## src/rtl/ser_frame_scheduler.sv

```systemverilog
// Round-robin arbiter that frames one granted word per transfer onto a single serial line:
// start flag, zero-run-limited (bit-stuffed) payload MSB first, end flag, then an idle gap.
module ser_frame_scheduler #(
  parameter int NREQ       = 4,
  parameter int DATA_W     = 16,
  parameter int GAP_CYCLES = 2
) (
  input  logic                     clk,
  input  logic                     rst,
  input  logic [NREQ-1:0]          req,
  input  logic [NREQ*DATA_W-1:0]   reqData,
  output logic [NREQ-1:0]          grant,
  output logic                     done,
  output logic                     busy,
  output logic                     txLine
);

  localparam int PTR_W = (NREQ > 1) ? $clog2(NREQ) : 1;
  localparam int CNT_W = $clog2(DATA_W + GAP_CYCLES + 9);
  localparam logic [7:0] START_FLAG = 8'b0111_1110;
  localparam logic [7:0] END_FLAG   = 8'b1000_0001;

  typedef enum logic [2:0] {
    S_IDLE  = 3'd0,
    S_START = 3'd1,
    S_DATA  = 3'd2,
    S_STUFF = 3'd3,
    S_END   = 3'd4,
    S_GAP   = 3'd5
  } state_t;

  state_t             state_q, state_d;
  logic [CNT_W-1:0]   cnt_q, cnt_d;
  logic [DATA_W-1:0]  shift_q, shift_d;
  logic [2:0]         zrun_q, zrun_d;
  logic [PTR_W-1:0]   rr_q, rr_d;
  logic [NREQ-1:0]    grant_q, grant_d;
  logic               done_q, done_d;
  logic               busy_q, busy_d;
  logic               tx_q, tx_d;

  logic               hit_s;
  logic [PTR_W-1:0]   idx_s, win_s;
  logic [2:0]         zrun_inc_s;

  // Round-robin search starting at rr_q, wrapping around the requester set
  always_comb begin
    hit_s = 1'b0;
    win_s = '0;
    idx_s = '0;
    for (int off = 0; off < NREQ; off++) begin
      idx_s = PTR_W'((int'(rr_q) + off) % NREQ);
      if (!hit_s && req[idx_s]) begin
        hit_s = 1'b1;
        win_s = idx_s;
      end else begin
        hit_s = hit_s;
      end
    end
  end

  // Frame sequencing: next-state and next-output values
  always_comb begin
    state_d    = state_q;
    cnt_d      = cnt_q;
    shift_d    = shift_q;
    zrun_d     = zrun_q;
    rr_d       = rr_q;
    grant_d    = grant_q;
    done_d     = 1'b0;
    busy_d     = busy_q;
    tx_d       = 1'b1;
    zrun_inc_s = zrun_q + 3'd1;
    case (state_q)
      S_IDLE: begin
        if (hit_s) begin
          grant_d = NREQ'(1'b1) << win_s;
          shift_d = reqData[win_s*DATA_W +: DATA_W];
          rr_d    = PTR_W'((int'(win_s) + 1) % NREQ);
          busy_d  = 1'b1;
          cnt_d   = '0;
          state_d = S_START;
        end else begin
          state_d = S_IDLE;
        end
      end
      S_START: begin
        tx_d = START_FLAG[3'd7 - cnt_q[2:0]];
        if (cnt_q == CNT_W'(7)) begin
          cnt_d   = '0;
          zrun_d  = 3'd1;  // the flag's trailing 0 opens the first zero run
          state_d = S_DATA;
        end else begin
          cnt_d = cnt_q + CNT_W'(1);
        end
      end
      S_DATA: begin
        tx_d    = shift_q[DATA_W-1];
        shift_d = {shift_q[DATA_W-2:0], 1'b0};
        zrun_d  = shift_q[DATA_W-1] ? 3'd0 : zrun_inc_s;
        cnt_d   = cnt_q + CNT_W'(1);
        // A stuff pending after the last bit is still sent; STUFF then sees cnt == DATA_W
        if (!shift_q[DATA_W-1] && (zrun_inc_s == 3'd5)) begin
          state_d = S_STUFF;
        end else if (cnt_q == CNT_W'(DATA_W - 1)) begin
          cnt_d   = '0;
          state_d = S_END;
        end else begin
          state_d = S_DATA;
        end
      end
      S_STUFF: begin
        zrun_d = 3'd0;
        if (cnt_q == CNT_W'(DATA_W)) begin
          cnt_d   = '0;
          state_d = S_END;
        end else begin
          state_d = S_DATA;
        end
      end
      S_END: begin
        if (cnt_q == CNT_W'(8)) begin
          done_d  = 1'b1;
          grant_d = '0;
          cnt_d   = '0;
          state_d = S_GAP;
        end else begin
          tx_d  = END_FLAG[3'd7 - cnt_q[2:0]];
          cnt_d = cnt_q + CNT_W'(1);
        end
      end
      S_GAP: begin
        if (cnt_q == CNT_W'(GAP_CYCLES - 1)) begin
          busy_d  = 1'b0;
          cnt_d   = '0;
          state_d = S_IDLE;
        end else begin
          cnt_d = cnt_q + CNT_W'(1);
        end
      end
      default: begin
        grant_d = '0;
        busy_d  = 1'b0;
        cnt_d   = '0;
        zrun_d  = 3'd0;
        state_d = S_IDLE;
      end
    endcase
  end

  // State and output registers with synchronous reset
  always_ff @(posedge clk) begin
    if (rst) begin
      state_q <= S_IDLE;
      cnt_q   <= '0;
      shift_q <= '0;
      zrun_q  <= 3'd0;
      rr_q    <= '0;
      grant_q <= '0;
      done_q  <= 1'b0;
      busy_q  <= 1'b0;
      tx_q    <= 1'b1;
    end else begin
      state_q <= state_d;
      cnt_q   <= cnt_d;
      shift_q <= shift_d;
      zrun_q  <= zrun_d;
      rr_q    <= rr_d;
      grant_q <= grant_d;
      done_q  <= done_d;
      busy_q  <= busy_d;
      tx_q    <= tx_d;
    end
  end

  assign grant  = grant_q;
  assign done   = done_q;
  assign busy   = busy_q;
  assign txLine = tx_q;

endmodule

```

## config.mk

```make
export PLATFORM = sky130hd
export DESIGN_NAME = ser_frame_scheduler
export DESIGN_NICKNAME = d
export VERILOG_FILES = /design/src/rtl/ser_frame_scheduler.sv
export SDC_FILE = /design/constraint.sdc
export NUM_CORES = 1
export LEC_CHECK = 0
export ABC_AREA = 1
export ABC_CLOCK_PERIOD_IN_PS = 2600
export CAP_MARGIN = 0
export CELL_PAD_IN_SITES_DETAIL_PLACEMENT = 0
export CELL_PAD_IN_SITES_GLOBAL_PLACEMENT = 1
export CORE_MARGIN = 2
export CORE_UTILIZATION = 34
export CTS_CLUSTER_SIZE = 28
export DETAILED_ROUTE_END_ITERATION = 6
export GPL_TIMING_DRIVEN = 0
export PLACE_DENSITY = 0.81
export SYNTH_ARGS = -nofsm -noshare
export SYNTH_HDL_FRONTEND = slang
export SYNTH_SLANG_ARGS = --single-unit
```

## constraint.sdc

```tcl
create_clock -name clk -period 2.6 [get_ports clk]
set_input_delay 0.52 -clock clk [delete_from_list [all_inputs] [get_ports clk]]
set_output_delay 0.52 -clock clk [all_outputs]
set_load 0.01 [all_outputs]
```

==> impl_metrics.yaml, run 1 <==
timing:
  rsz0062_at_grt: "false"
  finalSetupViolCount: 0
  worstMarginPinSlew_ps: 611.5
  worst_slew_margin_rel_pct: 59.23
  timing.fmax_ghz: 0.4173
  slew_viol_final: 0
  finalHoldViolations: 0
  finalCriticalPeriod_ps: 2397
  fin_crit_sh_pct: 92.18
  whs_ps: 465.4
  worst_clock_skew_ps: 3.953
cts:
  clk_latency_ps: 290
  cts-htree-levels: 2
  postCtsSetupBuffers: 0
  clk_pin_slew_ps: 70
  clockRootBuffer: "clkbuf_8"
  max-clock-path-buffers: 2
  postCtsHoldBufs: 0
  cts_tree: "done"
  numCtsBuffers: 5
  clock-sinks: 36
grt:
  grt_max_degree: 12
  grt-ovfl-total: 0
  grt.total_usage_pct: 17.51
  grt_pass1_wl_um: 14300
  grt_use_met3_pct: 2.600
  grt_pass1_vias: 3224
  grt_busiest_layer: "met2"
  antenna_found_initial: 0
  grt_util_met1_pct: 22.19
  grt_util_met2_pct: 31.39
synth:
  synth_top_area_share_pct: 23.21
  synth.largest_area_cell: "dfxtp_1"
  synthArstFlopShare_pct: 0
  syn_area_mm2: 0.003105
  yosysMostFrequentCell: "nand2_1"
  ys.flop_type: "dfxtp_1"
  yosysWarnings: 0
  syn_inst: 497
  synth_area_leaders: "dfxtp_1, nand2_1, inv_1"
  synth_fp_nets: 579
  synth_area_per_cell_um2: 6.248
  ys_ff_latch: 36
  yosysSeqAreaShare_pct: 23.21
  synth_edf_count: 0
  yosysUniqueCellTypes: 33
  synth_common_cells: "nand2_1, inv_1, nand3_1, dfxtp_1, nand4_1"
outcome:
  status: "finished clean"
run:
  drv_cap: 0
critical_path:
  critPathCaptureType: "flop"
  cp_max_fo: 11
  reg2reg_to: "rr_q[1]"
  reg2reg_from: "rr_q[0]"
  required_ps: 2780
  slowest_delay_ps: 480
  crit_slowest_cell: "clkdlybuf4s50_1"
  worst-r2r-setup-slack_ps: 410
  crit_chain: "clkdlybuf4s50_1 > inv_1 > nand2_1 > nand3_2 > nand2_2 > clkinv_1 > nand2_1 > nand2_2 > nand3_4 > buf_8 > inv_1 > ha_1 > o21ai_0 > a21oi_1"
  r2r_cells: 12
  cp.arrival_ps: 2580
  critPathLaunchType: "primary input"
  path_class: "in -> reg"
detailed_routing:
  vias: 3395
  detail-route-antenna-nets: 0
  drt-pass1-iter-count: 5
  drt_wl_total_um: 8570
  drt_iter0_drc: 183
  wl_per_cell_um: 12.44
  vias_per_cell: 4.927
  drc: 0
die:
  die_w_um: 99.57
  core-area_mm2: 0.008806
  ios: 77
  row_count: 34
  die_height_um: 99.57
  start_util_pct: 35.27
  die_area_mm2: 0.009914
power_and_ir_drop:
  leakagePower_nw: 1.945
  power_w: 0.004784
  ir_worst_vdd_mv: 0.4879
  power_density_mw_per_mm2: 1167
worst_hold_path:
  hold_depth: 2
  hp-start: "shift_q[0]"
  min_delay_worst_endpoint: "shift_q[0]"
  min_path_type: "reg -> reg"
cells_and_area:
  fillers: 923
  fin_cells: 689
  final_nets: 662
  drive_gt1_share_pct: 11.53
  multi_input_area_mm2: 0.001799
  synthToLayoutAreaGrowth_pct: 31.99
  regArea_um2: 720.7
  final_area_mm2: 0.004099
  post-route-util_pct: 46.55
  n_antenna_cell: 0
placement:
  placed_cell_area_mm2: 0.004001
  port_buffers: 76
  place_congestion: 0.8541
  placedCellCount: 681
  dp_hpwl_um: 6945
cells by family (layout without fill, tap and decap cells):
logic type / Yosys count / in the layout / share of synthesized area [%]
xor gates and xnor gates: 2 / 2 / 0.5642
adders and majority gates: 12 / 12 / 4.835
DFF: 36 / 36 / 23.21
buffers and inverters: 138 / 222 / 18.86
AOI/OAI and AO/OA: 67 / 67 / 12.77
and+or+nand+nor: 242 / 242 / 39.77
repair_timing:
action                                 CTS  global route
endpoints found under the hold margin    0             0
setup endpoints to repair                0             1
resized for setup                        0             1
how the worst max path moves through the flow:
stage	from	to	slack, ps	cells past startpoint
after global placement	req[2]	rr_q[1]	-100	14
after detailed placement	req[0]	rr_q[1]	-120	14
after CTS	req[0]	rr_q[1]	180	14
after floorplan	req[3]	rr_q[1]	610	12
after global routing	req[2]	rr_q[1]	4	14
final	req[0]	rr_q[1]	200	14
critical path: cells and delay by family:
| kind | cells | cell delay (ps) |
|---|---|---|
| AOI/OAI and AO/OA | 2 | 240 |
| adders and majority gates | 1 | 280 |
| and+or+nand+nor | 6 | 660 |
| buffers and inverters | 5 | 880 |
layout by cell type, fill, tap and decap left out:
cell type        synthesis  layout
buf_8                    1       2
nor2_8                   1       1
clkinvlp_4               0       1
nand3_2                 12      12
clkbuf_1                 4       5
buf_6                    4       3
a311oi_1                 1       1
nand2_2                  7       7
a211oi_1                 1       1
nand4_1                 34      34
ha_1                    12      12
clkdlybuf4s50_1          0      76
o21ai_0                 16      16
buf_4                    2       2
clkinv_1                 2       2
a21oi_1                 26      26
nand2_1                118     118
nor2_1                  15      15
xnor2_1                  1       1
xor2_1                   1       1
inv_1                  108     108
nand3_1                 40      40
nand3_4                  2       2
a22oi_1                  5       5
a31oi_1                  1       1
nor2_2                   1       1
nand2_4                  6       6
clkbuf_8                 0       6
o22ai_1                  9       9
buf_2                   11      11
a221oi_1                 1       1
dfxtp_1                 36      36
inv_2                    5       5
a21oi_2                  7       7
clkinv_4                 1       1
nor3_1                   6       6
layout make-up:
type,instances,share of cell area [%]
repair buffers,76,18.56
inverters,116,10.74
flip-flops and latches,36,17.58
clock inverters,1,0.1832
well taps,108,3.297
plain buffers,22,3.632
multi-input cells,323,43.90
clock buffers,7,2.106
power by group:
group          switching, W  internal (W)
sequential        0.0000936      0.000724
combinational       0.00223       0.00132
clock              0.000201      0.000215
total               0.00252       0.00226
state kept, by name, summed over array words and instances, names as in the netlist:
name     count
busy         1
cnt_q        5
done         1
grant        4
rr_q         2
shift_q     16
state_q      3
txLine       1
zrun_q       3
metrics by stage:
step	setup WS (ps)	setup TNS, ps
2_1_floorplan	608.9	0
3_3_place_gp	-96.74	-135.0
3_5_place_dp	-118.6	-223.8
4_1_cts	178.5	0
5_1_grt	4.112	0
6_report	203.4	0
metal layers:
metal | wire length, um | up-vias
li1 | - | 1753
met1 | 3979 | 1545
met4 | 114 | 0
met2 | 4126 | 87
met3 | 350 | 10
met5 | 0 | -
No activity file was read; power rests on OpenSTA's default activity.
==> run 2: changes to the inputs <==
- CAP_MARGIN: 0 -> 20
- SLEW_MARGIN: default -> 10
==> results of run 2 <==
Same layout as run 1: the final DEF is identical, and so are final timing and power.
==> variant 1 (config.mk and constraints of run 2) <==
Make the reset (`rst`) asynchronous in one clocked block. Comments in the files are not updated.
--- a/src/rtl/ser_frame_scheduler.sv
+++ b/src/rtl/ser_frame_scheduler.sv
@@ -149,7 +149,7 @@
   end
 
   // State and output registers with synchronous reset
-  always_ff @(posedge clk) begin
+  always_ff @(posedge clk or posedge rst) begin
     if (rst) begin
       state_q <= S_IDLE;
       cnt_q   <= '0;
Function: differs if rst is asserted again (counterexample within 4 cycles, from zero or initial values and one cycle with rst high); with rst held inactive, the same outputs for 4 cycles.
==> variant 1 against run 2 <==
  * Core utilization up 0.050 points
  * Maximum frequency is 5.3% higher
  * Count of clock-buffer cells in the layout stayed put
  * Critical path depth down 1
  * Design area is 1.3% lower
  * Worst setup slack gained 0.12 ns
  * Sequential cell count did not move
  * Wire length fell by 6.9%
  * Area after synthesis fell by 2.7%
  * First-iteration DRC count fell by 21%
  * Sequential share of layout area rose by 4.7 points
  * Total power rose by 18%
  * Critical path type unchanged
  * Critical endpoint is now rr_q[1]
==> variant 1: results <==
group,metric,value,unit
detailed_routing,drtIter0Drc,145,
layout,fillerInstances,927,
place,gp_congestion,0.8733,
place,hpwlAfterDp,6387,um
global_route,grt_pass1_vias,3093,
power,vdd_ir_drop_max,601.1,uV
timing,worst_setup_skew_after_layout,0.01537,ns
detailed_routing,postRouteWirelength,7977,um
yosys,synth_cell_types,34,
place,pre_cts_slack,0.01050,ns
status,outcome,"complete, no violations",
yosys,most_used_standard_cells_in_the_synthesized_netlist,"150 x nand2_1, 89 x inv_1, 66 x nand3_1, 35 x dfrtp_1, 20 x nand2_2",
layout,drive_gt1_frac,0.1049,
yosys,synth.top_cells.by_area,"dfrtp_1 29%, nand2_1 19%, inv_1 11%",
yosys,ys.flop_type,"dfrtp_1",
detailed_routing,drt-pass1-iter-count,4,
global_route,grt_use_total,0.1700,
timing,worstMarginPinSlew,0.7568,ns
detailed_routing,routed_via_density,4.725,
worst_setup_path,setup.worst_path.start,"req[3]",
power,leakagePower,2.144,nW
yosys,synthesis.nets,550,
worst_hold_path,hold_path_startpoint,"shift_q[0]",
worst_setup_path,crit-reg2reg-launch,"rr_q[0]",
layout,fin_nets,633,
global_route,grt_max_degree,37,
worst_setup_path,critPathArrivalTime,2.45,ns
yosys,postSynth.asyncResetShare,1.000,
## variant 1: cell count changes in the layout (fill, tap and decap cells not counted), sizes merged, moves of 17 or more
cell	before	now
inv	113	94
nand2	131	171
nand3	54	71
a21oi	33	5
dfxtp	36	0
dfrtp	0	35
nand4	34	4
## variant 1: cells by family after synthesis
logic type,count (synthesis),synth area share
simple gates,269,0.4070
flops,36,0.2986
xor+xnor,1,0.002899
buf+inv,111,0.1611
compound gates,41,0.08489
fa+ha+maj,11,0.04555
## variant 1: through the flow
step                std cells  cell area, sq um  hold slack [ns]    util
global placement          653              3918           0.4866  0.4514
detailed placement        653              3918           0.5066  0.4514
CTS                       661              4044           0.5198  0.4660
global route              661              4044           0.5330  0.4660
finish                    661              4044           0.5190  0.4660
floorplan                 469              3022           0.4664       -
## variant 1: cell type report
type,count,share of cell area
sequential,36,0.2231
clock buffer,7,0.02382
timing repair buffer,76,0.1881
buffer,17,0.03249
multi-input combinational,322,0.4038
tap,108,0.03342
inverter,94,0.08787
clock inverter,1,0.007426
## variant 1: worst paths after layout
check                             endpoint  slack, ns  depth (start not counted)
min in group asynchronous       state_q[1]       0.68                          2
worst max-delay path               rr_q[1]       0.33                         13
worst min-delay path            shift_q[0]       0.52                          2
worst max register to register     rr_q[1]       0.43                         11
worst min register to register  shift_q[0]       0.52                          2
max in group asynchronous       shift_q[9]       1.42                          2
## variant 1: worst min-delay path: cells and delay by family, from the launching register on
family | cells | cell delay [ns]
flip-flops | 1 | 0.34
AND/OR/NAND/NOR | 2 | 0.14
## variant 1: power groups by stage
| stage | logic, mW | clock network, mW | registers, mW |
|---|---|---|---|
| after floorplan | 3.19 | 0 | 0.914 |
| after global placement | 4.16 | 0 | 0.924 |
| after detailed placement | 4.18 | 0 | 0.928 |
| after CTS | 4.20 | 0.558 | 0.920 |
| after global routing | 4.80 | 0.578 | 0.946 |
| final | 4.17 | 0.548 | 0.918 |
## variant 1: routing by layer
layer  GRT usage  wire length (um)
met5           0                 0
met4     0.04320               109
met3     0.03508               432
met2      0.2745              3476
met1      0.2338              3958
==> variant 2 (config.mk and constraints of run 2) <==
Made on the original files. Change the parameter `NREQ` from 4 to 2.
--- a/src/rtl/ser_frame_scheduler.sv
+++ b/src/rtl/ser_frame_scheduler.sv
@@ -1,7 +1,7 @@
 // Round-robin arbiter that frames one granted word per transfer onto a single serial line:
 // start flag, zero-run-limited (bit-stuffed) payload MSB first, end flag, then an idle gap.
 module ser_frame_scheduler #(
-  parameter int NREQ       = 4,
+  parameter int NREQ       = 2,
   parameter int DATA_W     = 16,
   parameter int GAP_CYCLES = 2
 ) (
Interface: changed (resized grant, req and reqData); port bits go from 77 to 41. No check against the original RTL was run, so the function may have changed too.
==> variant 2 against run 2 <==
  * Worst setup slack improved by 0.65 ns
  * Sequential cell count fell by 3
  * Core utilization fell by 0.52 points
  * Design area fell by 38%
  * Via count fell by 42%
  * Global-route usage rose by 0.26 points
  * Area after synthesis fell by 37%
  * Total power fell by 47%
  * Wire length fell by 41%
  * Largest cell class unchanged
==> variant 2: results <==
group,metric,value,unit
status,outcome,"complete, no violations",
power,p_clk_frac,0.187,
yosys,synthesis.nets,333,
layout,reg_top3,"shift_q: 16 flops, cnt_q: 5 flops",
global_route,grt_first_pass_wirelength,8811,um
detailed_routing,drt-pass1-iter-count,5,
yosys,synthesis.yosys.warnings,0,
worst_setup_path,critPathArrivalTime,1.94,ns
clock_tree,cts.htree.levels,2,
yosys,most_used_standard_cells_in_the_synthesized_netlist,"56 x nand2_1, 46 x nand3_1, 35 x o21ai_1, 33 x dfxtp_1, 25 x a21oi_1",
global_route,grt_use_total,0.1777,
detailed_routing,ant_nets,0,
power,leakagePower,1.112,nW
clock_tree,cts_setup_buffers,0,
power,power.switching_fraction,0.4227,
timing,worst_setup_skew_after_layout,0.009858,ns
clock_tree,cts_buffers,5,
global_route,antenna_found_initial,0,
detailed_routing,drc,0,
clock_tree,ctsResizeCount,0,
layout,fin_nets,379,
layout,post_route_non_filler_standard_cell_count,407,
detailed_routing,routed_via_density,4.872,
global_route,grt_max_degree,11,
yosys,synth.top_cells.by_area,"dfxtp_1 34%, nand3_1 12%, nand2_1 11%",
power,seq_cell_power,0.759,mW
layout,regArea,660.6,sq um
yosys,synth_cell_types,28,
clock_tree,clockBufferDepth,2,
clock_tree,cts.clk_slew.worst_paths,0.07,ns
place,placedCellCount,400,
yosys,ys.flop_type,"dfxtp_1",
layout,drive_gt1_frac,0.1104,
yosys,syn-mean-instance-area,6.802,sq um
clock_tree,cts_root_buffer,"clkbuf_8",
place,pre_cts_slack,0.5294,ns
flow_run,number_of_violations_of_the_max_capacitance_limit,0,
worst_hold_path,timing.hold.worst.class,"reg2reg",
place,gp_congestion,0.8251,
clock_tree,clock_insertion_delay_worst_skew,0.29,ns
detailed_routing,postRouteWirelength,5059,um
worst_setup_path,path_max_fanout,10,
yosys,seq_area_frac_synth,0.3361,
power,total_switching_power,1.066,mW
place,detailed_place.area,0.002446,sq mm
timing,worstMarginPinSlew,0.4893,ns
detailed_routing,drtIter0Drc,103,
yosys,postSynth.asyncResetShare,0,
power,vdd_ir_drop_max,366.1,uV
layout,n_antenna_cell,0,
place,place.port_buffers,39,
place,hpwlAfterDp,3861,um
layout,fillerInstances,583,
global_route,grt_pass1_vias,1904,
[variant 2: cell types whose count changed after synthesis, moves of 4 or more]
cell / change
inv_1: -85
nand2_1: -62
o21ai_1: +35
nand4_1: -32
o21ai_0: -12
nand3_2: -11
o22ai_1: -9
buf_2: -6
nand3_1: +6
a22oi_1: -5
nand2_4: -5
ha_1: -4
[variant 2: critical path, cell delays in order]
cell,delay [ns]
clkdlybuf4s50_1,0.43
nand2_2,0.18
nand3_1,0.18
nand2_2,0.18
nand2_4,0.08
buf_4,0.18
o21ai_1,0.16
a21oi_2,0.04
[variant 2: cell families (layout without fill, tap and decap cells)]
| group | Yosys count | count (layout) | synth area share |
|---|---|---|---|
| simple gates | 135 | 135 | 0.3176 |
| buf+inv | 42 | 88 | 0.1037 |
| flops | 33 | 33 | 0.3361 |
| compound gates | 71 | 71 | 0.1916 |
| fa+ha+maj | 8 | 8 | 0.05093 |
[variant 2: layout make-up]
type,instances,share of cell area
clock buffer,5,0.02699
inverter,28,0.04220
timing repair buffer,39,0.1531
multi-input combinational,214,0.4318
sequential,33,0.2591
clock inverter,2,0.01374
tap,72,0.03533
buffer,14,0.03778
[variant 2: final timing paths]
path,startpoint,end,slack (ns),cells after the start
worst min-delay path,grant[1],grant[1],0.46,2
worst max-delay path,req[0],shift_q[4],0.85,8
worst max register to register,cnt_q[0],cnt_q[2],0.93,9
worst min register to register,grant[1],grant[1],0.46,2
[variant 2: layer usage]
metal / GRT usage / vias to the layer above / routed length (um)
met2: 0.2775 / 51 / 2203
met3: 0.04299 / 7 / 274
met1: 0.2403 / 869 / 2513
li1: - / 1056 / -
met5: 0 / - / 0
met4: 0.05593 / 0 / 69
